--- config.mk ---
export PLATFORM = sky130hd
export DESIGN_NAME = shiftreg_sipo_deframer
export DESIGN_NICKNAME = d
export VERILOG_FILES = /design/src/rtl/shiftreg_sipo_deframer.sv
export SDC_FILE = /design/constraint.sdc
export NUM_CORES = 1
export LEC_CHECK = 0
export CAP_MARGIN = 40
export CORE_ASPECT_RATIO = 1.5
export CORE_MARGIN = 2
export CORE_UTILIZATION = 30
export CTS_CLUSTER_SIZE = 20
export DETAILED_ROUTE_END_ITERATION = 10
export HOLD_SLACK_MARGIN = 0.03
export PLACE_DENSITY_LB_ADDON = 0.3
export SLEW_MARGIN = 40
export SYNTH_ARGS = -nofsm -noshare
export SYNTH_HDL_FRONTEND = slang
export SYNTH_SLANG_ARGS = --single-unit
--- constraint.sdc ---
create_clock -name clk -period 2.8 [get_ports clk]
set_input_delay 0.56 -clock clk [delete_from_list [all_inputs] [get_ports clk]]
set_output_delay 0.56 -clock clk [all_outputs]
set_load 0.05 [all_outputs]
--- src/rtl/shiftreg_sipo_deframer.sv ---
`default_nettype none
// ============================================================================
// Module      : shiftreg_sipo_deframer
// Description : Serial-in, parallel-out receiver. Assembles WIDTH-bit words
//               from an MSB-first serial stream, aligned by a start strobe on
//               the MSB, and queues completed words in a small output FIFO
//               with a valid/ready handshake.
// Ports       :
//   clk        in   1         rising-edge clock
//   rst_n      in   1         asynchronous active-low reset
//   sin        in   1         serial data, MSB first
//   start      in   1         high in the cycle the MSB of a word is on sin
//   dout       out  WIDTH     head-of-FIFO word (valid while dout_valid=1)
//   dout_valid out  1         FIFO non-empty
//   dout_ready in   1         consumer accepts dout when valid & ready
//   level      out  LW        FIFO occupancy 0..DEPTH
//   busy       out  1         word assembly in progress
//   overflow   out  1         sticky: completed word dropped (FIFO full)
//   frame_err  out  1         sticky: start arrived mid-word
//   clr_err    in   1         clears both sticky flags on the next edge
// Revision    : 1.0 - initial release
// ============================================================================
module shiftreg_sipo_deframer #(
  parameter int WIDTH = 16,
  parameter int DEPTH = 2
) (
  input  logic                     clk,
  input  logic                     rst_n,
  input  logic                     sin,
  input  logic                     start,
  output logic [WIDTH-1:0]         dout,
  output logic                     dout_valid,
  input  logic                     dout_ready,
  output logic [$clog2(DEPTH):0]   level,
  output logic                     busy,
  output logic                     overflow,
  output logic                     frame_err,
  input  logic                     clr_err
);

  // Bit counter only has to reach WIDTH-1.
  localparam int c_cnt_w = (WIDTH > 2) ? $clog2(WIDTH) : 1;
  localparam int c_aw    = $clog2(DEPTH);

  localparam logic [c_cnt_w-1:0] c_cnt_last  = c_cnt_w'(WIDTH - 1);
  localparam logic [c_cnt_w-1:0] c_cnt_first = c_cnt_w'(1);
  localparam logic [c_aw:0]      c_lvl_full  = (c_aw + 1)'(DEPTH);

  typedef enum logic [0:0] {
    ST_IDLE  = 1'b0,
    ST_SHIFT = 1'b1
  } state_t;

  // --------------------------------------------------------------------------
  // Deserializer state
  // --------------------------------------------------------------------------
  state_t               r_state;
  logic [c_cnt_w-1:0]   r_cnt;
  logic [WIDTH-1:0]     r_shreg;
  logic                 r_push;

  state_t               w_state_nxt;
  logic [c_cnt_w-1:0]   w_cnt_nxt;
  logic [WIDTH-1:0]     w_shreg_nxt;
  logic                 w_push_nxt;
  logic                 w_abort;

  always_ff @(posedge clk or negedge rst_n) begin
    if (!rst_n) begin
      r_state <= ST_IDLE;
      r_cnt   <= '0;
      r_shreg <= '0;
      r_push  <= 1'b0;
    end else begin
      r_state <= w_state_nxt;
      r_cnt   <= w_cnt_nxt;
      r_shreg <= w_shreg_nxt;
      r_push  <= w_push_nxt;
    end
  end

  // The MSB is loaded into bit 0; the WIDTH-1 following shifts walk it up to
  // bit WIDTH-1, so the register is word-aligned exactly on the LSB sample.
  // After completion r_shreg holds the word for one cycle while r_push is
  // high; a start in that same cycle overwrites it only at the edge where the
  // FIFO captures the old value, so back-to-back words need no gap.
  always_comb begin
    w_state_nxt = r_state;
    w_cnt_nxt   = r_cnt;
    w_shreg_nxt = r_shreg;
    w_push_nxt  = 1'b0;
    w_abort     = 1'b0;
    case (r_state)
      ST_IDLE: begin
        if (start) begin
          w_shreg_nxt = {{(WIDTH-1){1'b0}}, sin};
          w_cnt_nxt   = c_cnt_first;
          w_state_nxt = ST_SHIFT;
        end
      end
      ST_SHIFT: begin
        if (start) begin
          // Restart: the partial word is thrown away and this bit is the
          // MSB of the new word.
          w_abort     = 1'b1;
          w_shreg_nxt = {{(WIDTH-1){1'b0}}, sin};
          w_cnt_nxt   = c_cnt_first;
        end else begin
          w_shreg_nxt = {r_shreg[WIDTH-2:0], sin};
          if (r_cnt == c_cnt_last) begin
            w_push_nxt  = 1'b1;
            w_cnt_nxt   = '0;
            w_state_nxt = ST_IDLE;
          end else begin
            w_cnt_nxt = r_cnt + 1'b1;
          end
        end
      end
      default: begin
        w_state_nxt = ST_IDLE;
        w_cnt_nxt   = '0;
      end
    endcase
  end

  assign busy = (r_state == ST_SHIFT);

  // --------------------------------------------------------------------------
  // Output FIFO
  // --------------------------------------------------------------------------
  logic [WIDTH-1:0] r_mem [DEPTH];
  logic [c_aw-1:0]  r_wptr;
  logic [c_aw-1:0]  r_rptr;
  logic [c_aw:0]    r_level;

  logic w_pop;
  logic w_full;
  logic w_push_ok;
  logic w_drop;

  assign w_pop     = dout_valid & dout_ready;
  assign w_full    = (r_level == c_lvl_full);
  // A pop in the same cycle frees the slot the push needs.
  assign w_push_ok = r_push & (~w_full | w_pop);
  assign w_drop    = r_push & w_full & ~w_pop;

  always_ff @(posedge clk or negedge rst_n) begin
    if (!rst_n) begin
      for (int i = 0; i < DEPTH; i++) begin
        r_mem[i] <= '0;
      end
    end else if (w_push_ok) begin
      r_mem[r_wptr] <= r_shreg;
    end
  end

  // Pointers wrap naturally because DEPTH is a power of two.
  always_ff @(posedge clk or negedge rst_n) begin
    if (!rst_n) begin
      r_wptr  <= '0;
      r_rptr  <= '0;
      r_level <= '0;
    end else begin
      if (w_push_ok) begin
        r_wptr <= r_wptr + 1'b1;
      end
      if (w_pop) begin
        r_rptr <= r_rptr + 1'b1;
      end
      case ({w_push_ok, w_pop})
        2'b10:   r_level <= r_level + 1'b1;
        2'b01:   r_level <= r_level - 1'b1;
        default: r_level <= r_level;
      endcase
    end
  end

  assign dout       = r_mem[r_rptr];
  assign dout_valid = (r_level != '0);
  assign level      = r_level;

  // --------------------------------------------------------------------------
  // Sticky error flags: a new event in the clear cycle keeps the flag set.
  // --------------------------------------------------------------------------
  logic r_overflow;
  logic r_frame_err;

  always_ff @(posedge clk or negedge rst_n) begin
    if (!rst_n) begin
      r_overflow  <= 1'b0;
      r_frame_err <= 1'b0;
    end else begin
      if (w_drop) begin
        r_overflow <= 1'b1;
      end else if (clr_err) begin
        r_overflow <= 1'b0;
      end
      if (w_abort) begin
        r_frame_err <= 1'b1;
      end else if (clr_err) begin
        r_frame_err <= 1'b0;
      end
    end
  end

  assign overflow  = r_overflow;
  assign frame_err = r_frame_err;

endmodule
`default_nettype wire

**Word level (Yosys, flattened, before mapping)**

Cells that the tools add are included.
Widths: inputs -> output; s select.

- Multiplexer cells: 25
- $lt $le $gt $ge: 3
- Equal/unequal tests: 5
- Reductions and logical operators: 5
- $add $sub $neg: 5
- Bitwise logic cells: 10

Operator list:

| kind | number |
|---|---|
| $mux 16 | 6 |
| $bwmux 32 | 1 |
| $pmux 16 s2 | 1 |
| $demux 16 s1 | 1 |
| $mux 4 | 3 |
| $mux 1 | 10 |
| $pmux 4 s2 | 1 |
| $reduce_bool 2->1 | 4 |
| $add 4x1->4 const B | 1 |
| $and 1x1->1 | 4 |
| $eq 2x2->1 const B | 2 |
| $eq 4x4->1 const B | 1 |
| $ge 2x2->1 const B | 2 |
| $not 1->2 | 2 |
| $pmux 2 s2 | 1 |
| $not 1->1 | 3 |
| $add 1x1->1 const B | 2 |
| $add 2x1->2 const B | 1 |
| $eq 2x1->1 const B | 1 |
| $lt 2x1->1 const B | 1 |
| $ne 2x2->1 const B | 1 |
| $pmux 1 s2 | 1 |
| $sub 2x1->2 const B | 1 |
| $logic_and 1x1->1 | 1 |
| $or 1x1->1 | 1 |

- Word-level logic and storage cells: 64
- Bits of input ports: 6
- Output and inout port bits: 22
- Flip-flop bits (word level): 60

**Depth between registers and ports, before layout**

Gate-level depths: netlist of run 1.

- Word-level depth: 6
- Depth in mapped cells: 6
- Gate-level depth less buffers: 6

**Worst setup path after synthesis of run 1**

OpenSTA, ideal clock, no wires.

- Path kind: flip-flop to flip-flop
- Start: reg r_level[0], in the netlist level[0]
- End: reg r_level[1], in the netlist level[1]
- Data required time: 2655 ps
- Arrival time: 1867 ps
- Buffers on the path: 0
- Library setup time: 145 ps
- Cell stages (with the launch flop): 7
- Period minus slack after synthesis: 2011 ps
- Slack: 789 ps
- Cells stage by stage: dfrtp_1 -> or2_2 -> and2_1 -> ha_1 -> xnor2_1 -> nor2_1 -> xor2_1

- Word-level cells in the longest chain between the ends: 6
- Elaborated cells between the ends (all ways): 12
- Those cells by class: add/sub (2); eq/ne (3); mux (1); bitwise (4); reduce/logical (2)

RTL lines:

| element | RTL line | RTL |
|---|---|---|
| from (decl) | 134 | `logic [c_aw:0] r_level;` |
| from (signal assigned) | 171 | `2'b10: r_level <= r_level + 1'b1;` |
| from (signal assigned) | 172 | `2'b01: r_level <= r_level - 1'b1;` |
| from (signal assigned) | 173 | `default: r_level <= r_level;` |
| $reduce_bool 2->1 * | 179 | `assign dout_valid = (r_level != '0);` |
| named net dout_valid | 32 | `output logic dout_valid,` |
| $and 1x1->1 * | 141 | `assign w_pop = dout_valid & dout_ready;` |
| named net w_pop | 136 | `logic w_pop;` |
| $or 1x1->1 | 144 | `assign w_push_ok = r_push & (~w_full \| w_pop);` |
| $and 1x1->1 | 144 |  |
| $eq 2x1->1 or $eq 2x2->1 (tied branches) | 170 | `case ({w_push_ok, w_pop})` |
| $pmux 2 s2 or $reduce_bool 2->1 (tied branches) | - |  |

Mark *: on every way through the listed nets, which the timed path passes. The rest lies on a longest branch.
A chain may end at the register's enable or synchronous reset.

**Final worst setup path of run 1**

- Start: reg r_rptr
- End: out dout[15]

- Word-level cells in the longest chain between the ends: 4

RTL lines:

| element | RTL line | RTL |
|---|---|---|
| from (decl) | 133 | `logic [c_aw-1:0] r_rptr;` |
| from (signal assigned) | 168 | `r_rptr <= r_rptr + 1'b1;` |
| $not 1->2 (not written as such) | 178 | `assign dout = r_mem[r_rptr];` |
| $mux 16 (not written as such) (3 in a row) | 178 |  |
| to (decl) | 31 | `output logic [WIDTH-1:0] dout,` |

Every way passes these cells. The select of a mux whose other input is x is not followed.

==> impl_metrics.ini, run 1 <==
[run_status]
outcome = finished, final reports clean

[die]
start_util_pct = 31.0
fp.coreArea_mm2 = 0.00846
row_count = 41
fp.dieArea_mm2 = 0.00954
num_io_pins = 28
die_w_um = 80.4
die_h_um = 119

[yosys]
syn_avg_cell_area_um2 = 13.9
synth_cells = 189
yosys_warnings = 0
netlist.area_leader.share_pct = 57.1
ys_seq_elements = 60
syn_nets = 197
synth.largest_area_cell = dfrtp_1
syn_area_mm2 = 0.00263
yosysSeqAreaShare_pct = 57.1
synthTopCellsByArea = dfrtp_1 57%, mux2_2 17%, mux2i_1 6.1%, mux2_4 5.7%, nor2_1 2.7%
synth_cell_types = 24

[pwr]
p_clk_share_pct = 42.1
switching_power_uw = 786
p_leak_uw = 0.00164
power_frac_seq_pct = 35.0
p_per_area_mw_per_mm2 = 827
ir_worst_vdd_mv = 0.558
pwr-share-comb_pct = 22.9
swShare_pct = 28.5
p_int_uw = 1980
power_uw = 2760

[cts]
cts_tree = yes
clkSlewWorstSetupHoldPaths_ps = 50
h-tree-depth = 3
cts_sinks = 60
clk_path_buf_depth = 2
clock-root-buffer = clkbuf_16
post-cts-setup-buffer-count = 0
cts_resized = 0
cts_buffers = 9
insertion_delay_ps = 320
holdBufCountCts = 0

[worst_setup_path]
cp.arrival_ps = 1910
cp_cell_sequence = buf_4, mux2_2, clkdlybuf4s50_1
slowest_stage = clkdlybuf4s50_1
worstSetupEndpointType = primary output
cpPeakStageDelay_ps = 800
cp.required_ps = 2240
crit_path_start_kind = register
critPathKind = reg2out
critPathMaxFanout = 8

[sta]
finalSetupViolCount = 0
finalCritPeriodShare_pct = 88.0
relSlewSlack_pct = 56.2
drv_slew = 0
setup_tns_ps = 0
hold_viol_final = 0
rsz0062_at_grt = no
min_period_ps = 2470
holdWs_ps = 269
fin_skew_ps = 6.00
worst_slew_pin_slew_ps = 657
max_freq_ghz = 0.406

[place]
place.gp.congestion = 0.651
io_buffer_count = 27
hpwlAfterDp_mm = 3.15

[layout]
final_cell_mix = 60 x dfrtp_1, 39 x mux2_2, 25 x clkdlybuf4s50_1, 19 x nor2_1, 16 x mux2i_1
syn2layout_area_growth_pct = 27.0
diodes = 0
drive_gt1_share_pct = 33.2
final_common_cell = dfrtp_1
nNetsFinal = 232

[drt]
viasPerCell = 4.57
drc = 0
vias = 1537
wire_per_inst_um = 14.1
drt_first_iter_violations = 87
wl_mm = 4.74
ant_nets = 0
dr.pass1.iters = 4

[global_route]
overflow = 0
first_global_vias = 1583
grtUsageTotal_pct = 11.1
antenna_found_initial = 0
grt_pass1_wl_mm = 7.94
grt_max_degree = 34

[run]
maxCapViolCount = 0

[min_path]
min_path_type = in2async
## path summary, 6_finish.rpt
path	from	end	slack, ps	cells after the start
worst max-delay path	r_rptr	dout[15]	330	3
max in group asynchronous	rst_n	r_mem[23]	1930	2
worst min register to register	r_mem[2]	r_mem[2]	500	1
min in group clk	r_mem[2]	r_mem[2]	500	1
worst min-delay path	rst_n	r_cnt[0]	270	1
worst max register to register	level[0]	level[1]	1150	5
## power groups by stage
stage	registers (µW)	logic, µW	clock network, µW
after floorplan	1030	391	0
after global placement	981	640	0
final	966	633	1160
after CTS	967	645	1190
after global routing	975	674	1230
after detailed placement	981	642	0
## flip-flops by register name, summed over array words and instances (netlist names)
name       count
overflow       1
r_mem         32
level          2
r_shreg       16
r_rptr         1
frame_err      1
r_wptr         1
busy           1
r_cnt          4
r_push         1
## cells in the mapped netlist
master,number
nor3b_4,2
mux2i_1,16
nand3_1,1
inv_1,3
nand2b_1,2
and2_1,1
mux2_2,39
nor2_1,19
a21oi_1,3
o21ai_0,4
nor3_1,1
xor2_1,3
buf_12,1
buf_6,1
buf_2,3
clkbuf_1,4
or2_2,1
xnor2_1,3
or3_1,1
nand2_1,8
nor2_4,1
dfrtp_1,60
mux2_4,10
ha_1,2
## per-stage QoR
stage	setup slack (ps)	util (%)	area, µm²	std cells
after floorplan	789	-	2630	189
after global placement	649	35.7	3020	320
after detailed placement	614	35.7	3020	320
after CTS	317	39.4	3340	336
after global routing	275	39.4	3340	336
final	335	39.4	3340	336
## logic make-up after synthesis
group,Yosys count,synth area share [%]
XOR/XNOR,6,2.00
flip-flops,60,57.1
AND/OR/NAND/NOR,37,7.29
buffers and inverters,12,2.76
multiplexers,65,28.5
AO/OA/AOI/OAI,7,1.33
adder cells (fa/ha/maj),2,0.952
## final cells by class
class                      instances  area, µm²
clock buffer                      11        243
clock inverter                     5       75.1
fill                             829       5130
inverter                           3       11.3
multi-input combinational        117       1050
sequential                        60       1500
tap                              107        134
timing repair buffer              33        320
## per-layer routing
| layer | routed length [µm] | up-vias | GRT usage (%) | share of wire (%) |
|---|---|---|---|---|
| li1 | - | 724 | - | - |
| met4 | 119 | 0 | 6.67 | 2.5 |
| met1 | 2040 | 775 | 13.0 | 43 |
| met2 | 2440 | 30 | 17.9 | 51 |
| met5 | 0 | - | 0 | 0 |
| met3 | 137 | 8 | 2.90 | 2.9 |
## worst max-delay path, delay by kind of cell (launching register included)
kind | cells | cell delay [ps]
buffers and inverters | 2 | 980
flip-flops | 1 | 370
multiplexers | 1 | 250
No activity file was read; power rests on OpenSTA's default activity.
==> inputs of run 2 (changes only) <==
--- a/config.mk
+++ b/config.mk
@@ -6,6 +6,8 @@
 export NUM_CORES = 1
 export LEC_CHECK = 0
 export CAP_MARGIN = 40
+export CELL_PAD_IN_SITES_DETAIL_PLACEMENT = 1
+export CELL_PAD_IN_SITES_GLOBAL_PLACEMENT = 2
 export CORE_ASPECT_RATIO = 1.5
 export CORE_MARGIN = 2
 export CORE_UTILIZATION = 30
==> constraint.sdc (replaced) <==
create_clock -name clk -period 2.1 [get_ports clk]
set_input_delay 0.42 -clock clk [delete_from_list [all_inputs] [get_ports clk]]
set_output_delay 0.42 -clock clk [all_outputs]
set_load 0.05 [all_outputs]
==> run 2 against run 1 <==
Final cell count fell by 0.30%. Critical path type unchanged. Die area did not move. Largest power group unchanged. Sequential power rose by 34%.
==> impl_metrics.ini, run 2 (same netlist as run 1, synthesis figures left out) <==
[drt]
drc = 0
drt_first_iter_violations = 117
ant_nets = 0
wire_per_inst_um = 15.3
vias = 1540
viasPerCell = 4.60
wl_mm = 5.11
dr.pass1.iters = 3

[worst_setup_path]
crit_path_start_kind = register
slowest_stage = dfrtp_1
cpPeakStageDelay_ps = 380
crit-reg2reg-capture = level[1]
worstSetupEndpointType = primary output
cp.required_ps = 1680
reg2reg_from = level[0]
cp_cell_sequence = buf_4, mux2_2, buf_4
reg2regPathDepth = 5
critPathMaxFanout = 15
cp_common_cell = buf_4
cp.arrival_ps = 1570
critPathKind = reg2out
r2r_setup_slack_ps = 430

[place]
dp.cells = 319
hpwlAfterDp_mm = 3.16
io_buffer_count = 27
dp_slack_ps = 63.5
place.gp.congestion = 0.622

[cts]
cts_buffers = 9
clkSlewWorstSetupHoldPaths_ps = 50
cts_sinks = 60
cts_tree = yes
post-cts-setup-buffer-count = 0
holdBufCountCts = 0
insertion_delay_ps = 320
clk_path_buf_depth = 2
h-tree-depth = 3
clock-root-buffer = clkbuf_16

[global_route]
first_global_vias = 1721
grt_pass1_wl_mm = 8.96
antenna_found_initial = 0
grt_max_degree = 61
overflow = 0
grtUsageTotal_pct = 12.7

[layout]
largest_register_ffs = 32
drive_gt1_share_pct = 40.8
final_cell_mix = 60 x dfrtp_1, 39 x mux2_2, 20 x buf_4, 19 x nor2_1, 16 x mux2i_1
nNetsFinal = 231
syn2layout_area_growth_pct = 26.9
final_util_pct = 39.4
final_common_cell = dfrtp_1
diodes = 0
fin_cells = 335
top_register = r_mem
reg_top3 = r_mem x32, r_shreg x16, r_cnt x4

[die]
die_w_um = 80.4
fp.dieArea_mm2 = 0.00954
fp.coreArea_mm2 = 0.00846
start_util_pct = 31.0
row_count = 41
num_io_pins = 28
die_h_um = 119

[sta]
hold_viol_final = 0
fin_skew_ps = 4.80
finalCritPeriodShare_pct = 94.6
relSlewSlack_pct = 62.5
setup_tns_ps = 0
max_freq_ghz = 0.503
drv_slew = 0
fin_ws_ps = 113
rsz0062_at_grt = no
min_period_ps = 1990
finalSetupViolCount = 0
worst_slew_pin_slew_ps = 561

[pwr]
p_per_area_mw_per_mm2 = 1120
ir_worst_vdd_mv = 0.598
p_leak_uw = 0.00169

[run_status]
outcome = finished, final reports clean

[run]
maxCapViolCount = 0

[min_path]
min_path_type = in2async
run 2: cell count changes in the layout (fill, tap and decap cells not counted), sizes merged:
cell,before,now
buf,8,24
dlymetal6s2s,0,1
clkinv,3,2
clkdlybuf4s50,25,7
clkbuf,11,12
run 2: cell type report:
| cell class | count | area (µm²) |
|---|---|---|
| fill | 915 | 5130 |
| sequential | 60 | 1500 |
| multi-input combinational | 117 | 1050 |
| timing repair buffer | 32 | 298 |
| clock buffer | 12 | 267 |
| tap | 107 | 134 |
| clock inverter | 4 | 70.1 |
| inverter | 3 | 11.3 |
run 2: layer usage:
layer / share of wire [%] / wire length (µm) / global-route usage (%)
met4: 2.4 / 124 / 6.99
met2: 52 / 2640 / 20.0
met5: 0 / 0 / 0
met1: 43 / 2180 / 15.3
met3: 3.4 / 174 / 3.59
run 2: how the worst max path moves through the flow:
stage,start,to,slack (ps),depth (start not counted)
after floorplan,level[0],level[1],90,6
after global routing,r_rptr,dout[4],30,3
after detailed placement,dout_ready,level[1],60,6
after global placement,dout_ready,level[1],60,6
final,r_rptr,dout[4],110,3
after CTS,level[0],level[0],4,1
run 2: worst max-delay path, delay by kind of cell (launching register included):
family	cells	cell delay, ps
flip-flops	1	380
multiplexers	1	380
buffers and inverters	2	480
run 2: stage by stage:
step                total power, µW  cell area, µm²  hold slack (ps)
CTS                            3800            3330              105
finish                         3730            3330             83.5
global route                   3890            3330              128
global placement               2130            3000              451
floorplan                      1890            2630              124
detailed placement             2140            3000              458
run 2: repair_timing:
| item | in CTS | in global routing |
|---|---|---|
| setup endpoints to repair | 0 | 1 |
| endpoints found under the hold margin | 0 | 0 |
| gates resized for setup | 0 | 1 |
run 2: report_power, final:
part / internal [µW] / leakage, µW / switching, µW
logic: 311 / 0.000732 / 500
clock network: 1130 / 0.000169 / 497
registers: 1220 / 0.000794 / 68.0
